## src/rtl/relay_session_ctrl.sv

```systemverilog
// Relay session controller: steps mod_type through master/slave relay sessions on the 1.695 MHz tick.
// Optional build macro RELAY_SESSION_CTRL_AUTO_REARM_EN loops master sessions back to M_TX after the delay report.
module relay_session_ctrl #(
  parameter int TX_IDLE_TICKS    = 64,
  parameter int RESP_TIMEOUT     = 4096,
  parameter int DELAY_HOLD       = 131088,
  parameter int SLAVE_IDLE_TICKS = 256
) (
  input  logic       ck_1356meg,
  input  logic       reset,
  input  logic       cmd_valid,
  input  logic [1:0] cmd_mode,
  output logic       cmd_ready,
  input  logic       ssp_dout,
  input  logic       data_in,
  output logic [2:0] mod_type,
  output logic       busy,
  output logic       done,
  output logic       timeout
);

  typedef enum logic [2:0] {
    ST_IDLE     = 3'd0,
    ST_M_TX     = 3'd1,
    ST_M_RESP   = 3'd2,
    ST_M_REPORT = 3'd3,
    ST_S_RUN    = 3'd4
  } state_t;

  localparam logic [17:0] L_TX_IDLE_LAST    = 18'(TX_IDLE_TICKS - 1);
  localparam logic [17:0] L_RESP_LAST       = 18'(RESP_TIMEOUT - 1);
  localparam logic [17:0] L_HOLD_LAST       = 18'(DELAY_HOLD - 1);
  localparam logic [17:0] L_SLAVE_IDLE_LAST = 18'(SLAVE_IDLE_TICKS - 1);

  localparam logic [1:0] CMD_MASTER = 2'b00;
  localparam logic [1:0] CMD_SLAVE  = 2'b01;
  localparam logic [1:0] CMD_ABORT  = 2'b10;

  localparam logic [2:0] MOD_MASTER = 3'b000;
  localparam logic [2:0] MOD_SLAVE  = 3'b001;
  localparam logic [2:0] MOD_DELAY  = 3'b010;
  localparam logic [2:0] MOD_OFF    = 3'b111;

  state_t      r_state, w_state_nxt;
  logic [2:0]  r_div;
  logic        w_tick;
  logic [17:0] r_cnt, w_cnt_nxt;
  logic        r_seen_high, w_seen_high_nxt;
  logic        r_pend_valid, w_pend_valid_nxt;
  logic [1:0]  r_pend_mode, w_pend_mode_nxt;
  logic        w_abort;
  logic [19:0] w_step;
  logic        w_done_nxt, w_timeout_nxt;
  logic [2:0]  r_mod_type, w_mod_type_nxt;
  logic        r_busy, w_busy_nxt;
  logic        r_done, r_timeout;
  logic        r_cmd_ready, w_cmd_ready_nxt;

  // Idle detector step: returns {end, seen_high, cnt}; a high line restarts the low-run count.
  function automatic logic [19:0] idle_step(input logic seen, input logic line,
                                            input logic [17:0] cnt, input logic [17:0] last);
    logic [19:0] res;
    if (line)             res = {1'b0, 1'b1, 18'd0};
    else if (!seen)       res = {1'b0, 1'b0, cnt};
    else if (cnt == last) res = {1'b1, 1'b1, cnt};
    else                  res = {1'b0, 1'b1, cnt + 18'd1};
    return res;
  endfunction

  assign w_tick    = (r_div == 3'b011);
  assign w_abort   = r_pend_valid && (r_pend_mode == CMD_ABORT);
  assign mod_type  = r_mod_type;
  assign busy      = r_busy;
  assign done      = r_done;
  assign timeout   = r_timeout;
  assign cmd_ready = r_cmd_ready;

  always_ff @(posedge ck_1356meg or posedge reset) begin
    if (reset) begin
      r_state      <= ST_IDLE;
      r_div        <= 3'd0;
      r_cnt        <= 18'd0;
      r_seen_high  <= 1'b0;
      r_pend_valid <= 1'b0;
      r_pend_mode  <= 2'b00;
      r_mod_type   <= MOD_OFF;
      r_busy       <= 1'b0;
      r_done       <= 1'b0;
      r_timeout    <= 1'b0;
      r_cmd_ready  <= 1'b1;
    end else begin
      r_state      <= w_state_nxt;
      r_div        <= r_div + 3'd1;
      r_cnt        <= w_cnt_nxt;
      r_seen_high  <= w_seen_high_nxt;
      r_pend_valid <= w_pend_valid_nxt;
      r_pend_mode  <= w_pend_mode_nxt;
      r_mod_type   <= w_mod_type_nxt;
      r_busy       <= w_busy_nxt;
      r_done       <= w_done_nxt;
      r_timeout    <= w_timeout_nxt;
      r_cmd_ready  <= w_cmd_ready_nxt;
    end
  end

  // Abort always wins the pending slot; a start is only taken while ready.
  always_comb begin
    w_pend_valid_nxt = w_tick ? 1'b0 : r_pend_valid;
    w_pend_mode_nxt  = r_pend_mode;
    if (cmd_valid && (cmd_mode == CMD_ABORT)) begin
      w_pend_valid_nxt = 1'b1;
      w_pend_mode_nxt  = CMD_ABORT;
    end else if (cmd_valid && r_cmd_ready && (cmd_mode != 2'b11)) begin
      w_pend_valid_nxt = 1'b1;
      w_pend_mode_nxt  = cmd_mode;
    end else begin
      w_pend_mode_nxt  = r_pend_mode;
    end
  end

  always_comb begin
    w_state_nxt     = r_state;
    w_cnt_nxt       = r_cnt;
    w_seen_high_nxt = r_seen_high;
    w_done_nxt      = 1'b0;
    w_timeout_nxt   = 1'b0;
    w_step          = 20'd0;
    if (!w_tick) begin
      w_state_nxt = r_state;
    end else if (w_abort) begin
      w_state_nxt     = ST_IDLE;
      w_cnt_nxt       = 18'd0;
      w_seen_high_nxt = 1'b0;
    end else begin
      case (r_state)
        ST_IDLE: begin
          if (r_pend_valid && (r_pend_mode == CMD_MASTER)) begin
            w_state_nxt = ST_M_TX;
          end else if (r_pend_valid && (r_pend_mode == CMD_SLAVE)) begin
            w_state_nxt = ST_S_RUN;
          end else begin
            w_state_nxt = ST_IDLE;
          end
          w_cnt_nxt       = 18'd0;
          w_seen_high_nxt = 1'b0;
        end
        ST_M_TX: begin
          // Until the ARM starts talking, the counter doubles as the response timeout.
          if (!r_seen_high && !ssp_dout) begin
            if (r_cnt == L_RESP_LAST) begin
              w_state_nxt   = ST_IDLE;
              w_cnt_nxt     = 18'd0;
              w_timeout_nxt = 1'b1;
            end else begin
              w_cnt_nxt = r_cnt + 18'd1;
            end
          end else begin
            w_step          = idle_step(r_seen_high, ssp_dout, r_cnt, L_TX_IDLE_LAST);
            w_seen_high_nxt = w_step[18];
            w_cnt_nxt       = w_step[17:0];
            if (w_step[19]) begin
              w_state_nxt     = ST_M_RESP;
              w_cnt_nxt       = 18'd0;
              w_seen_high_nxt = 1'b0;
            end else begin
              w_state_nxt = ST_M_TX;
            end
          end
        end
        ST_M_RESP: begin
          if (data_in) begin
            w_state_nxt = ST_M_REPORT;
            w_cnt_nxt   = 18'd0;
          end else if (r_cnt == L_RESP_LAST) begin
            w_state_nxt   = ST_IDLE;
            w_cnt_nxt     = 18'd0;
            w_timeout_nxt = 1'b1;
          end else begin
            w_cnt_nxt = r_cnt + 18'd1;
          end
        end
        ST_M_REPORT: begin
          if (r_cnt == L_HOLD_LAST) begin
`ifdef RELAY_SESSION_CTRL_AUTO_REARM_EN
            w_state_nxt = ST_M_TX;
`else
            w_state_nxt = ST_IDLE;
`endif
            w_cnt_nxt       = 18'd0;
            w_seen_high_nxt = 1'b0;
            w_done_nxt      = 1'b1;
          end else begin
            w_cnt_nxt = r_cnt + 18'd1;
          end
        end
        ST_S_RUN: begin
          w_step          = idle_step(r_seen_high, data_in, r_cnt, L_SLAVE_IDLE_LAST);
          w_seen_high_nxt = w_step[18];
          w_cnt_nxt       = w_step[17:0];
          if (w_step[19]) begin
            w_state_nxt     = ST_IDLE;
            w_cnt_nxt       = 18'd0;
            w_seen_high_nxt = 1'b0;
            w_done_nxt      = 1'b1;
          end else begin
            w_state_nxt = ST_S_RUN;
          end
        end
        default: begin
          w_state_nxt     = ST_IDLE;
          w_cnt_nxt       = 18'd0;
          w_seen_high_nxt = 1'b0;
        end
      endcase
    end
  end

  always_comb begin
    w_busy_nxt      = (w_state_nxt != ST_IDLE);
    w_cmd_ready_nxt = (w_state_nxt == ST_IDLE) && !w_pend_valid_nxt;
    case (w_state_nxt)
      ST_M_TX:     w_mod_type_nxt = MOD_MASTER;
      ST_M_RESP:   w_mod_type_nxt = MOD_MASTER;
      ST_M_REPORT: w_mod_type_nxt = MOD_DELAY;
      ST_S_RUN:    w_mod_type_nxt = MOD_SLAVE;
      default:     w_mod_type_nxt = MOD_OFF;
    endcase
  end

endmodule

```

## config.mk

```make
export PLATFORM = sky130hd
export DESIGN_NAME = relay_session_ctrl
export DESIGN_NICKNAME = d
export VERILOG_FILES = /design/src/rtl/relay_session_ctrl.sv
export SDC_FILE = /design/constraint.sdc
export NUM_CORES = 1
export LEC_CHECK = 0
export ABC_AREA = 1
export CAP_MARGIN = 20
export CORE_UTILIZATION = 45
export DETAILED_ROUTE_END_ITERATION = 6
export PLACE_DENSITY = 0.66
export SLEW_MARGIN = 5
export SYNTH_ARGS = -nofsm -noshare
export SYNTH_HDL_FRONTEND = slang
export SYNTH_SLANG_ARGS = --single-unit
```

## constraint.sdc

```tcl
create_clock -name ck_1356meg -period 3.5 [get_ports ck_1356meg]
set_input_delay 0.525 -clock ck_1356meg [delete_from_list [all_inputs] [get_ports ck_1356meg]]
set_output_delay 0.525 -clock ck_1356meg [all_outputs]
set_load 0.02 [all_outputs]
```

Yosys cells after proc, flatten, opt, wreduce, memory -nomap -nowiden. Index checks and enable logic that the tools add are counted.

$add $sub $neg: 2. Equality and inequality tests: 24. Mux-type cells: 55. Reductions and logical operators: 19.

Operators with widths (count): 20-bit two-way mux (13); 18-bit two-way mux (7); 18-bit case mux with 4 select lines (1); 3-bit two-way mux (9); 18-bit by 1-bit adder with 18-bit output, second input constant (1); 18-bit by 12-bit equality test with 1-bit output, second input constant (1); 18-bit equality test, second input constant (1); 18-bit by 6-bit equality test with 1-bit output, second input constant (1); 18-bit by 8-bit equality test with 1-bit output, second input constant (1); 1-bit two-way mux (17); 3-bit by 2-bit equality test with 1-bit output, second input constant (5); 3-bit case mux with 5 select lines (1); 7-bit inequality test, second input constant (2); 6-bit inequality test, second input constant (2); 3-bit case mux with 3 select lines (1); 1-bit logical AND (8); 3-bit by 1-bit equality test with 1-bit output, second input constant (2); 3-bit equality test, second input constant (2); 3-bit logical NOT (2); 2-bit two-way mux (3); 3-bit inequality test, second input constant (2); 5-bit AND reduction (1); 2-bit equality test, second input constant (2); 2-bit inequality test, second input constant (2); 10 further kinds (13).

Output and inout bits: 7. Bits in registers: 35. Input bits: 7. Word-level logic and storage cells: 111.

Depth between registers and ports, before layout.
Depth after elaboration: 16. Depth in mapped cells: 16. Gate-level depth less buffers: 16.

Least setup slack after synthesis. No wires, ideal clock.

Path kind: register to register. Start point: register r_div[0]. End point: register r_cnt[11]. Library setup time: 0.117 ns. Data arrival time: 1.725 ns. Path buffers: 1. Clock period less this slack: 1.843 ns. Slack: 1.657 ns. Data required time: 3.383 ns. Stages on the path, launching flop included: 13. Cell sequence: dfrtp_1 > ha_1 > ha_1 > inv_1 > nor2_2 > inv_1 > nor2_1 > nand3_2 > nand2_4 > inv_2 > buf_2 > nand3_1 > nand2_1.

Word-level cells in the longest chain between the ends: 3. Elaborated cells between the ends (all ways): 6. Those cells by class: eq/ne (5); reduce/logical (1).

Ends and longest elaborated chain: start, declared (line 45) `logic [2:0] r_div;`; start signal, assigned (line 93) `r_div <= r_div + 3'd1;`; 3-bit by 2-bit equality test with 1-bit output * (line 70) `assign w_tick = (r_div == 3'b011);`; 7-bit inequality test (no line) or 6-bit inequality test (tied branches); 5-bit AND reduction (no line) *; end signal, assigned (line 94) `r_cnt <= w_cnt_nxt;`; end, declared (line 47) `logic [17:0] r_cnt, w_cnt_nxt;`.

Every way passes the cells marked *; elsewhere a longest branch is shown, timed or not. A chain may end at the register's enable or synchronous reset.

Worst setup path after layout.
Start point: register r_div[0]. End point: register r_cnt[6].

Same word-level chain as after synthesis.

==> results.ini <==
[global_routing]
track_usage_pct = 20.8
grt-ovfl-total = 0
antenna_found_initial = 0
grt_max_degree = 25
grt_pass1_wl_microns = 8150
first_global_vias = 1854

[floorplanning]
die_x_microns = 71.0
core_area_sq_um = 4470
start_util_pct = 47.9
die_y_microns = 71.0
num_io_pins = 14
dieArea_sq_um = 5050
placementRows = 24

[timing]
report.final.slew_viol_count = 0
hold_violations = 0
max_freq_mhz = 428
finalSetupTns_ps = 0
tightest_slew_ps = 880
period_share_pct = 66.7
slew_headroom_pct = 41.3
layout_setup_ws_ps = 1160
fin_worst_skew_ps = 10.9
rsz0062_at_grt = false
setup_viol = 0
period_needed_ps = 2340

[setup_path]
r2r-start = r_div[0]
crit_type = flip-flop to flip-flop
cp.arrival_ps = 2490
startpoint_type = flip-flop
worst-path-max-fanout = 21
rr_endpoint = r_cnt[6]
end_kind = flip-flop
required_ps = 3660
r2r_slack_ps = 1160
r2r_cells = 11

[place]
dpl.cell_count = 355
numPortBuffers = 13
gp_congestion = 0.849
place_area_sq_um = 2320
dpl.hpwl_microns = 3490
dp_slack_ps = 1160

[synth]
synth_async_sr_flop_share_pct = 100
postSynthRegisterBits = 35
netlist_area_sq_um = 2140
synth_cell_types = 35
syn_inst = 293
synth_ff_type = dfrtp_1
avgSynthCellArea_sq_um = 7.32
synth_nets = 303
ys_warn_count = 0
ys_seq_area_share_pct = 41.1
synth-edff-count = 0

[worst_hold_path]
hold_path_class = flip-flop to flip-flop
hold_start = r_div[0]
min_to = r_div[0]
hold_path_depth = 1

[detailed_routing]
detail_route.wl_per_cell_microns = 12.5
routed_wirelength_microns = 4550
drc = 0
route.vias.total = 1896
viasPerCell = 5.22
postRouteAntennaNets = 0
first_pass_iters = 4
drt_iter0_drc = 118

[clock_network]
cts_hold_buf = 0
cts_tree = built
cts_sinks = 35
cts_resized = 0
postCtsSetupBuffers = 0
h-tree-depth = 2
cts_buffers = 5
path_clk_slew_ps = 70
clk_latency_ps = 290
clock_path_buffers = 2
cts-root-buf = clkbuf_8

[power_and_ir_drop]
p_leak_nw = 1.15
total_power_mw = 1.31
vdd_drop_max_v = 0.000427
pwr_density_cell_nw_per_um2 = 540

[flow_run]
cap_violations = 0

[final_layout]
nNetsFinal = 320
final_common_cell = nand2_1
diodes = 0
syn_to_final_growth_pct = 12.8
fin_area_sq_um = 2420
fin_cells = 363
layout-drive-gt1-share_pct = 9.97
mostFrequentLayoutCells = nand2_1, nor2_1, inv_1, dfrtp_1, nand3_1

[run_status]
status = completed

-- per-stage QoR --
| stage | utilization, % | hold WS, ps |
|---|---|---|
| 2_1_floorplan | - | 401 |
| 3_3_place_gp | 51.8 | 417 |
| 3_5_place_dp | 51.8 | 426 |
| 4_1_cts | 54.1 | 435 |
| 5_1_grt | 54.1 | 448 |
| 6_report | 54.1 | 428 |
-- state kept, by name, indices dropped and copies added, names as in the netlist --
signal,flops
r_seen_high,1
r_state,3
busy,1
cmd_ready,1
timeout,1
mod_type,3
done,1
r_pend_mode,2
r_cnt,18
r_div,3
r_pend_valid,1
-- synthesized netlist by cell type, types with 2 or more instances --
cell type	count	area (sq um)
o21ai_1	4	20.0
nand2_2	4	25.0
dfstp_2	4	105
nand4_1	4	25.0
buf_2	2	10.0
xor2_1	6	52.6
nand3b_1	4	30.0
ha_1	3	37.5
dfrtp_1	31	776
nand2_1	70	263
nor3_1	5	25.0
xnor2_1	2	17.5
inv_1	38	143
nor2_4	3	33.8
nor2_2	4	25.0
nor2_1	46	173
o21ai_0	9	45.0
nand3_2	2	20.0
a21oi_1	11	55.1
nand3_1	26	130
-- routing by layer --
layer	track usage, %	vias up	wire [microns]
met2	32.2	29	2000
met5	0	-	0
li1	-	973	-
met4	7.78	0	76
met3	4.84	8	149
met1	28.4	886	2320
-- worst max-delay path: stages, from the launching register on --
cell     delay (ps)
dfrtp_1         350
ha_1            150
ha_1            350
inv_1           140
nor2_2          180
inv_1            90
nor2_1          210
nand3_2         120
nand2_4         180
inv_2           200
nand3_1         140
o21ai_0         100
-- report_power, final --
group          internal, mW  switching [mW]
clock network         0.180           0.144
logic                 0.149           0.307
registers             0.478          0.0471
total                 0.807           0.498
-- layout make-up --
class	instances	area, sq um
Tap cell	52	65.1
Multi-Input combinational cell	215	1090
Fill cell	437	2060
Timing Repair Buffer	14	138
Clock buffer	8	100
Inverter	39	146
Sequential cell	35	881
-- worst max-delay path by stage --
stage          cells after the start     start         to  slack (ps)
4_1_cts                           12  r_div[0]   r_cnt[2]        1150
2_1_floorplan                     12  r_div[0]  r_cnt[11]        1660
5_1_grt                           12  r_div[0]   r_cnt[2]         990
6_report                          11  r_div[0]   r_cnt[6]        1160
3_5_place_dp                      10   data_in   r_cnt[2]        1160
3_3_place_gp                      10   data_in   r_cnt[2]        1200
-- kinds of logic after synthesis --
logic type | after synthesis | synth area share [%]
buffers and inverters | 43 | 8.17
flip-flops | 35 | 41.1
XOR/XNOR | 8 | 3.27
AO/OA/AOI/OAI | 33 | 8.99
adder cells (fa/ha/maj) | 3 | 1.75
AND/OR/NAND/NOR | 171 | 36.8
No activity file was read; power rests on OpenSTA's default activity.
